## src/rtl/machine_csr_unit_pkg.sv

```systemverilog
// Shared CSR addresses, field indices, trap codes and the read-modify-write helper
// for the machine-mode CSR unit.
package machine_csr_unit_pkg;

   typedef enum logic [1:0] {
      CSROP_READ = 2'b00,
      CSROP_RW   = 2'b01,
      CSROP_RS   = 2'b10,
      CSROP_RC   = 2'b11
   } csrOp_e;

   localparam logic [11:0] ADDR_MSTATUS  = 12'h300;
   localparam logic [11:0] ADDR_MISA     = 12'h301;
   localparam logic [11:0] ADDR_MIE      = 12'h304;
   localparam logic [11:0] ADDR_MTVEC    = 12'h305;
   localparam logic [11:0] ADDR_MSCRATCH = 12'h340;
   localparam logic [11:0] ADDR_MEPC     = 12'h341;
   localparam logic [11:0] ADDR_MCAUSE   = 12'h342;
   localparam logic [11:0] ADDR_MTVAL    = 12'h343;
   localparam logic [11:0] ADDR_MIP      = 12'h344;
   localparam logic [11:0] ADDR_MCYCLE   = 12'hB00;
   localparam logic [11:0] ADDR_MINSTRET = 12'hB02;
   localparam logic [11:0] ADDR_MCYCLEH  = 12'hB80;
   localparam logic [11:0] ADDR_MINSTRETH= 12'hB82;
   localparam logic [11:0] ADDR_CYCLE    = 12'hC00;
   localparam logic [11:0] ADDR_INSTRET  = 12'hC02;
   localparam logic [11:0] ADDR_CYCLEH   = 12'hC80;
   localparam logic [11:0] ADDR_INSTRETH = 12'hC82;
   localparam logic [11:0] ADDR_MHARTID  = 12'hF14;

   localparam int MSTATUS_MIE  = 3;
   localparam int MSTATUS_MPIE = 7;
   localparam int MIP_MSIP     = 3;
   localparam int MIP_MTIP     = 7;
   localparam int MIP_MEIP     = 11;

   localparam logic [31:0] MSTATUS_MPP_M = 32'h0000_1800;
   localparam logic [31:0] MISA_VALUE    = 32'h4000_0100;
   localparam logic [31:0] MIE_MASK      = 32'h0000_0888;

   localparam logic [4:0] IRQ_MSI            = 5'd3;
   localparam logic [4:0] IRQ_MTI            = 5'd7;
   localparam logic [4:0] IRQ_MEI            = 5'd11;
   localparam logic [4:0] EXC_INSTR_MISALIGN = 5'd0;
   localparam logic [4:0] EXC_ILLEGAL_INSTR  = 5'd2;
   localparam logic [4:0] EXC_BREAKPOINT     = 5'd3;
   localparam logic [4:0] EXC_LOAD_MISALIGN  = 5'd4;
   localparam logic [4:0] EXC_STORE_MISALIGN = 5'd6;
   localparam logic [4:0] EXC_ECALL_M        = 5'd11;

   function automatic logic [31:0] csr_apply(input csrOp_e op, input logic [31:0] old_val,
                                             input logic [31:0] wdata);
      case (op)
         CSROP_RW: csr_apply = wdata;
         CSROP_RS: csr_apply = old_val | wdata;
         CSROP_RC: csr_apply = old_val & ~wdata;
         default:  csr_apply = old_val;
      endcase
   endfunction

endpackage

```

## src/rtl/machine_csr_unit_csr_counter.sv

```systemverilog
// Free-running wrapping counter with independent 32-bit half writes; a write to
// either half replaces that half and suppresses the increment for that cycle.
module csr_counter
   import machine_csr_unit_pkg::*;
#(
   parameter int COUNTER_WIDTH = 64,
   parameter int INC_WIDTH     = 2
) (
   input  logic                     clock,
   input  logic                     reset,
   input  logic [INC_WIDTH-1:0]     i_inc,
   input  logic                     i_wr_lo,
   input  logic                     i_wr_hi,
   input  logic [31:0]              i_wdata,
   output logic [COUNTER_WIDTH-1:0] o_count
);

   logic [COUNTER_WIDTH-1:0] r_count;

   generate
      if (COUNTER_WIDTH > 32) begin : g_wide
         always_ff @(posedge clock or posedge reset) begin
            if (reset) begin
               r_count <= '0;
            end else if (i_wr_lo || i_wr_hi) begin
               if (i_wr_lo) r_count[31:0] <= i_wdata;
               if (i_wr_hi) r_count[COUNTER_WIDTH-1:32] <= i_wdata[COUNTER_WIDTH-33:0];
            end else begin
               r_count <= r_count + COUNTER_WIDTH'(i_inc);
            end
         end
      end else begin : g_narrow
         // No high half exists; a stray high write only freezes the count.
         always_ff @(posedge clock or posedge reset) begin
            if (reset) begin
               r_count <= '0;
            end else if (i_wr_lo || i_wr_hi) begin
               if (i_wr_lo) r_count <= i_wdata[COUNTER_WIDTH-1:0];
            end else begin
               r_count <= r_count + COUNTER_WIDTH'(i_inc);
            end
         end
      end
   endgenerate

   assign o_count = r_count;

endmodule

```

## src/rtl/machine_csr_unit.sv

```systemverilog
// Machine-mode CSR file: address decode, atomic RW/RS/RC, trap/mret stacking,
// vectored mtvec, cycle/instret counters and interrupt pending/cause.
module machine_csr_unit
   import machine_csr_unit_pkg::*;
#(
   parameter int COUNTER_WIDTH = 64,
   parameter int RETIRE_WIDTH  = 2,
   parameter bit VECTORED_EN   = 1'b1
) (
   input  logic                              clock,
   input  logic                              reset,
   input  logic                              csrValid,
   input  logic [1:0]                        csrOp,
   input  logic [11:0]                       csrAddr,
   input  logic [31:0]                       csrWriteData,
   output logic [31:0]                       csrReadData,
   output logic                              csrIllegal,
   input  logic [$clog2(RETIRE_WIDTH+1)-1:0] retireCount,
   input  logic                              trapValid,
   input  logic                              trapIsInterrupt,
   input  logic [4:0]                        trapCause,
   input  logic [31:0]                       trapPC,
   input  logic [31:0]                       trapValue,
   input  logic                              mretValid,
   output logic [31:0]                       trapVector,
   output logic [31:0]                       mepcOut,
   input  logic                              softwareIrq,
   input  logic                              timerIrq,
   input  logic                              externalIrq,
   output logic                              irqPending,
   output logic [4:0]                        irqCause
);

   localparam int RC_W = $clog2(RETIRE_WIDTH+1);

   logic        r_mstatus_mie, r_mstatus_mpie;
   logic [31:0] r_mie, r_mtvec, r_mscratch, r_mepc, r_mcause, r_mtval;

   logic [COUNTER_WIDTH-1:0] w_mcycle, w_minstret;
   logic [63:0] w_cycle64, w_instret64;
   logic [31:0] w_mstatus, w_mip, w_irq_en, w_old, w_new;
   logic        w_impl, w_hi_addr, w_illegal, w_wr;

   assign w_cycle64   = 64'(w_mcycle);
   assign w_instret64 = 64'(w_minstret);

   always_comb begin
      w_mstatus = MSTATUS_MPP_M;
      w_mstatus[MSTATUS_MIE]  = r_mstatus_mie;
      w_mstatus[MSTATUS_MPIE] = r_mstatus_mpie;
      w_mip = '0;
      w_mip[MIP_MSIP] = softwareIrq;
      w_mip[MIP_MTIP] = timerIrq;
      w_mip[MIP_MEIP] = externalIrq;
   end

   always_comb begin
      w_impl = 1'b1;
      w_old  = '0;
      case (csrAddr)
         ADDR_MSTATUS:                  w_old = w_mstatus;
         ADDR_MISA:                     w_old = MISA_VALUE;
         ADDR_MIE:                      w_old = r_mie;
         ADDR_MTVEC:                    w_old = r_mtvec;
         ADDR_MSCRATCH:                 w_old = r_mscratch;
         ADDR_MEPC:                     w_old = r_mepc;
         ADDR_MCAUSE:                   w_old = r_mcause;
         ADDR_MTVAL:                    w_old = r_mtval;
         ADDR_MIP:                      w_old = w_mip;
         ADDR_MCYCLE,   ADDR_CYCLE:     w_old = w_cycle64[31:0];
         ADDR_MCYCLEH,  ADDR_CYCLEH:    w_old = w_cycle64[63:32];
         ADDR_MINSTRET, ADDR_INSTRET:   w_old = w_instret64[31:0];
         ADDR_MINSTRETH, ADDR_INSTRETH: w_old = w_instret64[63:32];
         ADDR_MHARTID:                  w_old = '0;
         default:                       w_impl = 1'b0;
      endcase
   end

   assign w_hi_addr = (csrAddr == ADDR_MCYCLEH) || (csrAddr == ADDR_MINSTRETH) ||
                      (csrAddr == ADDR_CYCLEH)  || (csrAddr == ADDR_INSTRETH);

   assign w_illegal = csrValid && (!w_impl ||
                      ((csrOp != CSROP_READ) && (csrAddr[11:10] == 2'b11)) ||
                      (w_hi_addr && (COUNTER_WIDTH == 32)));

   assign csrIllegal  = w_illegal;
   assign csrReadData = w_illegal ? 32'h0 : w_old;
   assign w_new       = csr_apply(csrOp_e'(csrOp), w_old, csrWriteData);

   // Trap and mret own the CSR state this cycle, so any coinciding write is dropped.
   assign w_wr = csrValid && !w_illegal && (csrOp != CSROP_READ) && !trapValid && !mretValid;

   always_ff @(posedge clock or posedge reset) begin
      if (reset) begin
         r_mstatus_mie  <= 1'b0;
         r_mstatus_mpie <= 1'b0;
         r_mie          <= '0;
         r_mtvec        <= '0;
         r_mscratch     <= '0;
         r_mepc         <= '0;
         r_mcause       <= '0;
         r_mtval        <= '0;
      end else if (trapValid) begin
         r_mstatus_mpie <= r_mstatus_mie;
         r_mstatus_mie  <= 1'b0;
         r_mepc         <= {trapPC[31:2], 2'b00};
         r_mcause       <= {trapIsInterrupt, 26'b0, trapCause};
         r_mtval        <= trapValue;
      end else if (mretValid) begin
         r_mstatus_mie  <= r_mstatus_mpie;
         r_mstatus_mpie <= 1'b1;
      end else if (w_wr) begin
         case (csrAddr)
            ADDR_MSTATUS: begin
               r_mstatus_mie  <= w_new[MSTATUS_MIE];
               r_mstatus_mpie <= w_new[MSTATUS_MPIE];
            end
            ADDR_MIE:      r_mie      <= w_new & MIE_MASK;
            ADDR_MTVEC:    r_mtvec    <= {w_new[31:2], 1'b0, w_new[0] & VECTORED_EN};
            ADDR_MSCRATCH: r_mscratch <= w_new;
            ADDR_MEPC:     r_mepc     <= {w_new[31:2], 2'b00};
            ADDR_MCAUSE:   r_mcause   <= w_new;
            ADDR_MTVAL:    r_mtval    <= w_new;
            default: ;
         endcase
      end
   end

   csr_counter #(.COUNTER_WIDTH(COUNTER_WIDTH), .INC_WIDTH(1)) u_mcycle (
      .clock   (clock),
      .reset   (reset),
      .i_inc   (1'b1),
      .i_wr_lo (w_wr && (csrAddr == ADDR_MCYCLE)),
      .i_wr_hi (w_wr && (csrAddr == ADDR_MCYCLEH)),
      .i_wdata (w_new),
      .o_count (w_mcycle)
   );

   csr_counter #(.COUNTER_WIDTH(COUNTER_WIDTH), .INC_WIDTH(RC_W)) u_minstret (
      .clock   (clock),
      .reset   (reset),
      .i_inc   (retireCount),
      .i_wr_lo (w_wr && (csrAddr == ADDR_MINSTRET)),
      .i_wr_hi (w_wr && (csrAddr == ADDR_MINSTRETH)),
      .i_wdata (w_new),
      .o_count (w_minstret)
   );

   assign w_irq_en   = w_mip & r_mie;
   assign irqPending = r_mstatus_mie && (|w_irq_en);

   always_comb begin
      irqCause = 5'd0;
      if (w_irq_en[MIP_MEIP])      irqCause = IRQ_MEI;
      else if (w_irq_en[MIP_MSIP]) irqCause = IRQ_MSI;
      else if (w_irq_en[MIP_MTIP]) irqCause = IRQ_MTI;
   end

   assign trapVector = {r_mtvec[31:2], 2'b00} +
                       ((r_mtvec[0] && trapIsInterrupt) ? {25'b0, trapCause, 2'b00} : 32'h0);
   assign mepcOut    = r_mepc;

endmodule

```

## config.mk

```make
export PLATFORM = sky130hd
export DESIGN_NAME = machine_csr_unit
export DESIGN_NICKNAME = d
export VERILOG_FILES = /design/src/rtl/machine_csr_unit_pkg.sv /design/src/rtl/machine_csr_unit_csr_counter.sv /design/src/rtl/machine_csr_unit.sv
export SDC_FILE = /design/constraint.sdc
export NUM_CORES = 1
export LEC_CHECK = 0
export CAP_MARGIN = 20
export CELL_PAD_IN_SITES_DETAIL_PLACEMENT = 2
export CELL_PAD_IN_SITES_GLOBAL_PLACEMENT = 2
export CORE_MARGIN = 5
export CORE_UTILIZATION = 38
export CTS_BUF_LIST = sky130_fd_sc_hd__clkbuf_8
export CTS_CLUSTER_DIAMETER = 50
export DETAILED_ROUTE_END_ITERATION = 6
export PLACE_DENSITY_LB_ADDON = 0.15
export SYNTH_ARGS = -nofsm -noshare
export SYNTH_HDL_FRONTEND = slang
export SYNTH_SLANG_ARGS = --single-unit
```

## constraint.sdc

```tcl
create_clock -name clock -period 23.5 [get_ports clock]
set_clock_uncertainty 0.2 [all_clocks]
set_input_delay 5.875 -clock clock [delete_from_list [all_inputs] [get_ports clock]]
set_output_delay 5.875 -clock clock [all_outputs]
set_load 0.02 [all_outputs]
```

-- Word level (Yosys, flattened, before mapping)
Cells that the tools add are included.
- bitwise logic cells: 6
- reduce and logical (&&, ||, !) cells: 39
- equality and inequality tests: 27
- add/sub/neg operators: 3
- mux-type cells: 34
- operator list (cell ; count):
    32-bit 2-to-1 mux ; 17
    32-bit one-hot mux with 13 select lines ; 1
    64-bit 2-to-1 mux ; 2
    12-bit by 10-bit equality test with 1-bit output, second input constant ; 9
    12-bit equality test, second input constant ; 9
    32-bit one-hot mux with 3 select lines ; 1
    64-bit by 1-bit adder with 64-bit output, second input constant ; 1
    64-bit by 2-bit adder with 64-bit output ; 1
    32-bit by 7-bit adder with 32-bit output ; 1
    32-bit bitwise AND ; 1
    32-bit NOT ; 1
    32-bit OR ; 1
    32-bit OR reduction ; 1
    18-bit OR reduction ; 1
    12-bit bitwise AND ; 1
    1-bit logical AND ; 12
    4-bit AND reduction ; 3
    5-bit 2-to-1 mux ; 2
    2-bit nonzero test ; 5
    1-bit 2-to-1 mux ; 9
    3-bit AND reduction ; 3
    2-bit by 1-bit inequality test with 1-bit output, second input constant ; 4
    2-bit OR reduction ; 4
    7-bit 2-to-1 mux ; 1
    other kinds (9) ; 18
- input port bits: 126
- flip-flop bits (word level): 292
- word-level logic and storage cells: 121
- output and inout port bits: 103

-- Depth between registers and ports, before layout
- depth in word-level cells: 14
- gate-level depth with buffers: 11
- depth with buffers taken out: 11

-- Cells and area by module
Synthesis repeated with hierarchy kept, for this count alone.
- cells, all modules: 2189
- area, all modules: 19120.8 µm²
- by module, submodules not included (module ; instances ; area each (µm²) ; cells an instance ; seq. area each (µm²)):
    machine_csr_unit ; 1 ; 11249.5 ; 1269 ; 4053.9
    csr_counter at u_mcycle ; 1 ; 3966.3 ; 475 ; 1601.5
    csr_counter at u_minstret ; 1 ; 3905.0 ; 445 ; 1601.5

-- Worst setup path before layout
OpenSTA, ideal clock, no wires.
- path kind: input to output
- start: in trapCause[0]
- end: out trapVector[26]
- path slack: 9414 ps
- required time: 17425 ps
- path buffers: 0
- arrival time: 8011 ps
- stages on the path: 11
- cells stage by stage: and3_1 ha_1 inv_1 fa_1 nor2b_1 o21a_1 o21ai_0 a211oi_1 nand2b_1 nor2_1 xor2_1
- cells in the longest elaborated chain, start to end: 2
- ends and longest elaborated chain (what ; line ; RTL):
    start: declaration ; machine_csr_unit.sv:21 ; input logic [4:0] trapCause,
    7-bit 2-to-1 mux ; machine_csr_unit.sv:160 ; ((r_mtvec[0] && trapIsInterrupt) ? {25'b0, trapCause, 2'b00} : 32'h0);
    32-bit by 7-bit adder with 32-bit output ; machine_csr_unit.sv:159 ; assign trapVector = {r_mtvec[31:2], 2'b00} +
    end: declaration ; machine_csr_unit.sv:25 ; output logic [31:0] trapVector,
Every way passes these cells.

-- Worst setup path after layout
- start: in csrAddr[6]
- end: out csrReadData[12]
- cells in the longest elaborated chain, start to end: 7
- elaborated cells between the ends (all ways): 29
- ends and longest elaborated chain (what ; line ; RTL):
    start: declaration ; machine_csr_unit.sv:14 ; input logic [11:0] csrAddr,
    12-bit equality test or 12-bit by 10-bit equality test with 1-bit output (tied branches) ; machine_csr_unit.sv:60 ; case (csrAddr)
    18-bit OR reduction (no source line) ; -- ;
    1-bit 2-to-1 mux ; machine_csr_unit.sv:60 ;
    1-bit logical NOT ; machine_csr_unit.sv:82 ; assign w_illegal = csrValid && (!w_impl ||
    1-bit logical OR ; machine_csr_unit.sv:82 ;
    1-bit logical AND ; machine_csr_unit.sv:82 ;
    32-bit 2-to-1 mux (*) ; machine_csr_unit.sv:87 ; assign csrReadData = w_illegal ? 32'h0 : w_old;
    end: declaration ; machine_csr_unit.sv:16 ; output logic [31:0] csrReadData,
Every way passes the cells marked *; elsewhere a longest branch is shown, timed or not.

==> qor.csv <==
metric,value,unit
wl,115,mm
yosys_warnings,0,
drive_above_1_share,9.84,%
cap_viol_max_count,0,
syn_to_final_growth,21.7,%
postRouteAntennaNets,0,
setup_viol,0,
dp_cells,3043,
drc,0,
chipHeight,234,um
syn_area,19000,um^2
hpwl,80.9,mm
critPathBufInv,3,
min_period,16460,ps
ys_top_cells_by_area,"dfrtp_1, o21ai_0, nand2_1",
synthArstFlopShare,100,%
setup.worst_path.end_class,output port,
start_util,38.1,%
regToRegSetupSlack,19780,ps
cp_max_fo,16,
cts_buffer_depth,3,
slew_viol_final,0,
synthDistinctLibCells,94,
slowest_stage,or4_1,
vias_per_cell,7.14,
die_x,234,um
dieArea,54600,um^2
crit_chain,clkdlybuf4s50_1 > or4_1 > a211oi_4 > buf_4 > a222oi_1 > nand3_1 > nor2_1 > nor2_1 > clkdlybuf4s50_1,
rsz0062_at_grt,no,
layout.cells.most_common_list,"dfrtp_1, o21ai_0, nand2_1",
port-buffer-count,221,
grt_max_degree,95,
grt_pass1_wl,164,mm
clk_pin_slew_worst_paths,70,ps
cp-start-kind,input port,
synth_top_area_cell,dfrtp_1,
avgSynthCellArea,8.41,um^2
post-route-period-util,70.0,%
wl_per_cell,36.4,um
clock-sinks,290,
netlist.area_leader.share,38.2,%
vdd_drop_max,0.0389,mV
power.density,56.4,nW/um^2
slowest_delay,1060,ps
synth_edf_count,0,
min-delay-path-class,reg -> reg,
layout.cells.non_filler,3147,
ys.flop_type,dfrtp_1,
grt_pass1_vias,23000,
crit_type,in -> out,
critPathArrivalTime,10380,ps
ys_ff_latch,290,
hold_buffers,0,
tns,0,ps
antenna_found_initial,8,
cts-buffers-inserted,56,
placed_cell_area,22000,um^2
maxSlewHeadroom,16.5,%
cts_tree,done,
pin_count,229,
syn_inst,2262,
gp_congestion,0.996,
cts_root_buf,clkbuf_8,
design_area,23100,um^2
drt_iter0_drc,2733,
power,1.30,mW
nNetsFinal,2566,
cts-resized-gates,0,
final_common_cell,dfrtp_1,
fmax,60.8,MHz
drtPass1Iterations,6,
core,49900,um^2
critPathTopFamily,buffers and inverters,
final_hold_viol_count,0,
grt_overflow_total,0,
postLayoutCoreUtil,46.4,%
power.leakage,8.92,nW
htree_levels,2,
std_cell_rows,82,
grtUsageTotal,40.9,%
outcome,finished clean,
worst_slew_pin_slew,1250,ps
postCtsSetupRepairBufs,0,
critPathRequiredTime,17430,ps
insertion_delay,690,ps
vias,22500,
seq_area_frac_synth,38.2,%
[kinds of logic after synthesis]
kind of cell / after synthesis / share of synthesized area (%)
AO/OA/AOI/OAI: 852 / 29.7
AND/OR/NAND/NOR: 818 / 22.1
flip-flops: 290 / 38.2
buffers and inverters: 204 / 4.59
XOR/XNOR: 53 / 2.44
multiplexers: 34 / 2.22
adder cells (fa/ha/maj): 10 / 0.737
other: 1 / 0.0197
[sequential cells by signal, summed over array words and instances, names as in the netlist]
name                flops
r_mie                   3
u_minstret.o_count     64
mepcOut                30
r_mtval                32
r_mtvec                31
r_mstatus_mie           1
u_mcycle.o_count       64
r_mstatus_mpie          1
r_mscratch             32
r_mcause               32
[cells in the mapped netlist, types with 7 or more instances]
cell type	number
dfrtp_1	290
o21ai_0	265
nand2_1	250
nor2_1	163
a21oi_1	132
clkbuf_1	123
a22oi_1	120
nand3_1	88
and3_1	64
nor3_1	50
nand4_1	48
a211oi_1	46
buf_2	37
o211ai_1	30
a31oi_1	27
and4_1	27
xnor2_1	27
xor2_1	26
a221oi_1	24
o21ai_1	23
inv_1	22
nor4_1	22
o22ai_1	20
a222oi_1	18
a22o_1	18
and2_1	16
o211a_1	16
mux2_2	15
mux2i_1	14
a21o_1	13
buf_4	10
nand4b_1	9
or3_1	9
a221o_1	8
a32oi_1	8
ha_1	8
o221ai_1	8
a41oi_1	7
buf_1	7
nor3_2	7
nor4b_1	7
o21bai_1	7
or4_1	7
[final timing paths]
kind | endpoint | cells after the start | start
worst max register to register | u_mcycle.o_count[46] | 8 | u_mcycle.o_count[1]
min in group asynchronous | mepcOut[13] | 2 | reset
worst max-delay path | csrReadData[12] | 9 | csrAddr[6]
max in group asynchronous | u_mcycle.o_count[30] | 4 | reset
worst min register to register | r_mscratch[8] | 2 | r_mscratch[8]
worst min-delay path | r_mscratch[8] | 2 | r_mscratch[8]
[metrics by stage]
stage	setup WS [ps]	hold slack, ps
2_1_floorplan	9410	245
3_3_place_gp	7270	258
3_5_place_dp	7260	276
4_1_cts	7230	292
5_1_grt	7090	313
6_report	7040	298
[power breakdown]
group          internal [mW]  switching (mW)  leakage (nW)
clock                  0.289           0.256         0.640
combinational         0.0669           0.127          4.52
sequential             0.522          0.0432          3.76
[layout make-up]
cell class / instances / area (um^2)
Fill cell: 5526 / 26700
Multi-Input combinational cell: 1772 / 11100
Sequential cell: 290 / 7260
Timing Repair Buffer: 287 / 2720
Clock buffer: 70 / 963
Tap cell: 672 / 841
Clock inverter: 28 / 181
Inverter: 23 / 93.8
Antenna cell: 5 / 12.5
[worst reg2reg max path: cells and delay by family (launching register included)]
| family | cells | cell delay, ps |
|---|---|---|
| simple gates | 4 | 2080 |
| compound gates | 3 | 550 |
| flops | 1 | 540 |
| fa+ha+maj | 1 | 280 |
[layer usage]
| layer | routed length (um) | global-route usage, % | vias up |
|---|---|---|---|
| li1 | - | - | 8976 |
| met1 | 45000 | 53.8 | 11700 |
| met2 | 49300 | 61.4 | 1424 |
| met3 | 11700 | 9.75 | 397 |
| met4 | 8640 | 24.2 | 6 |
| met5 | 38 | 0 | - |
(Power assumes the default switching activity.)
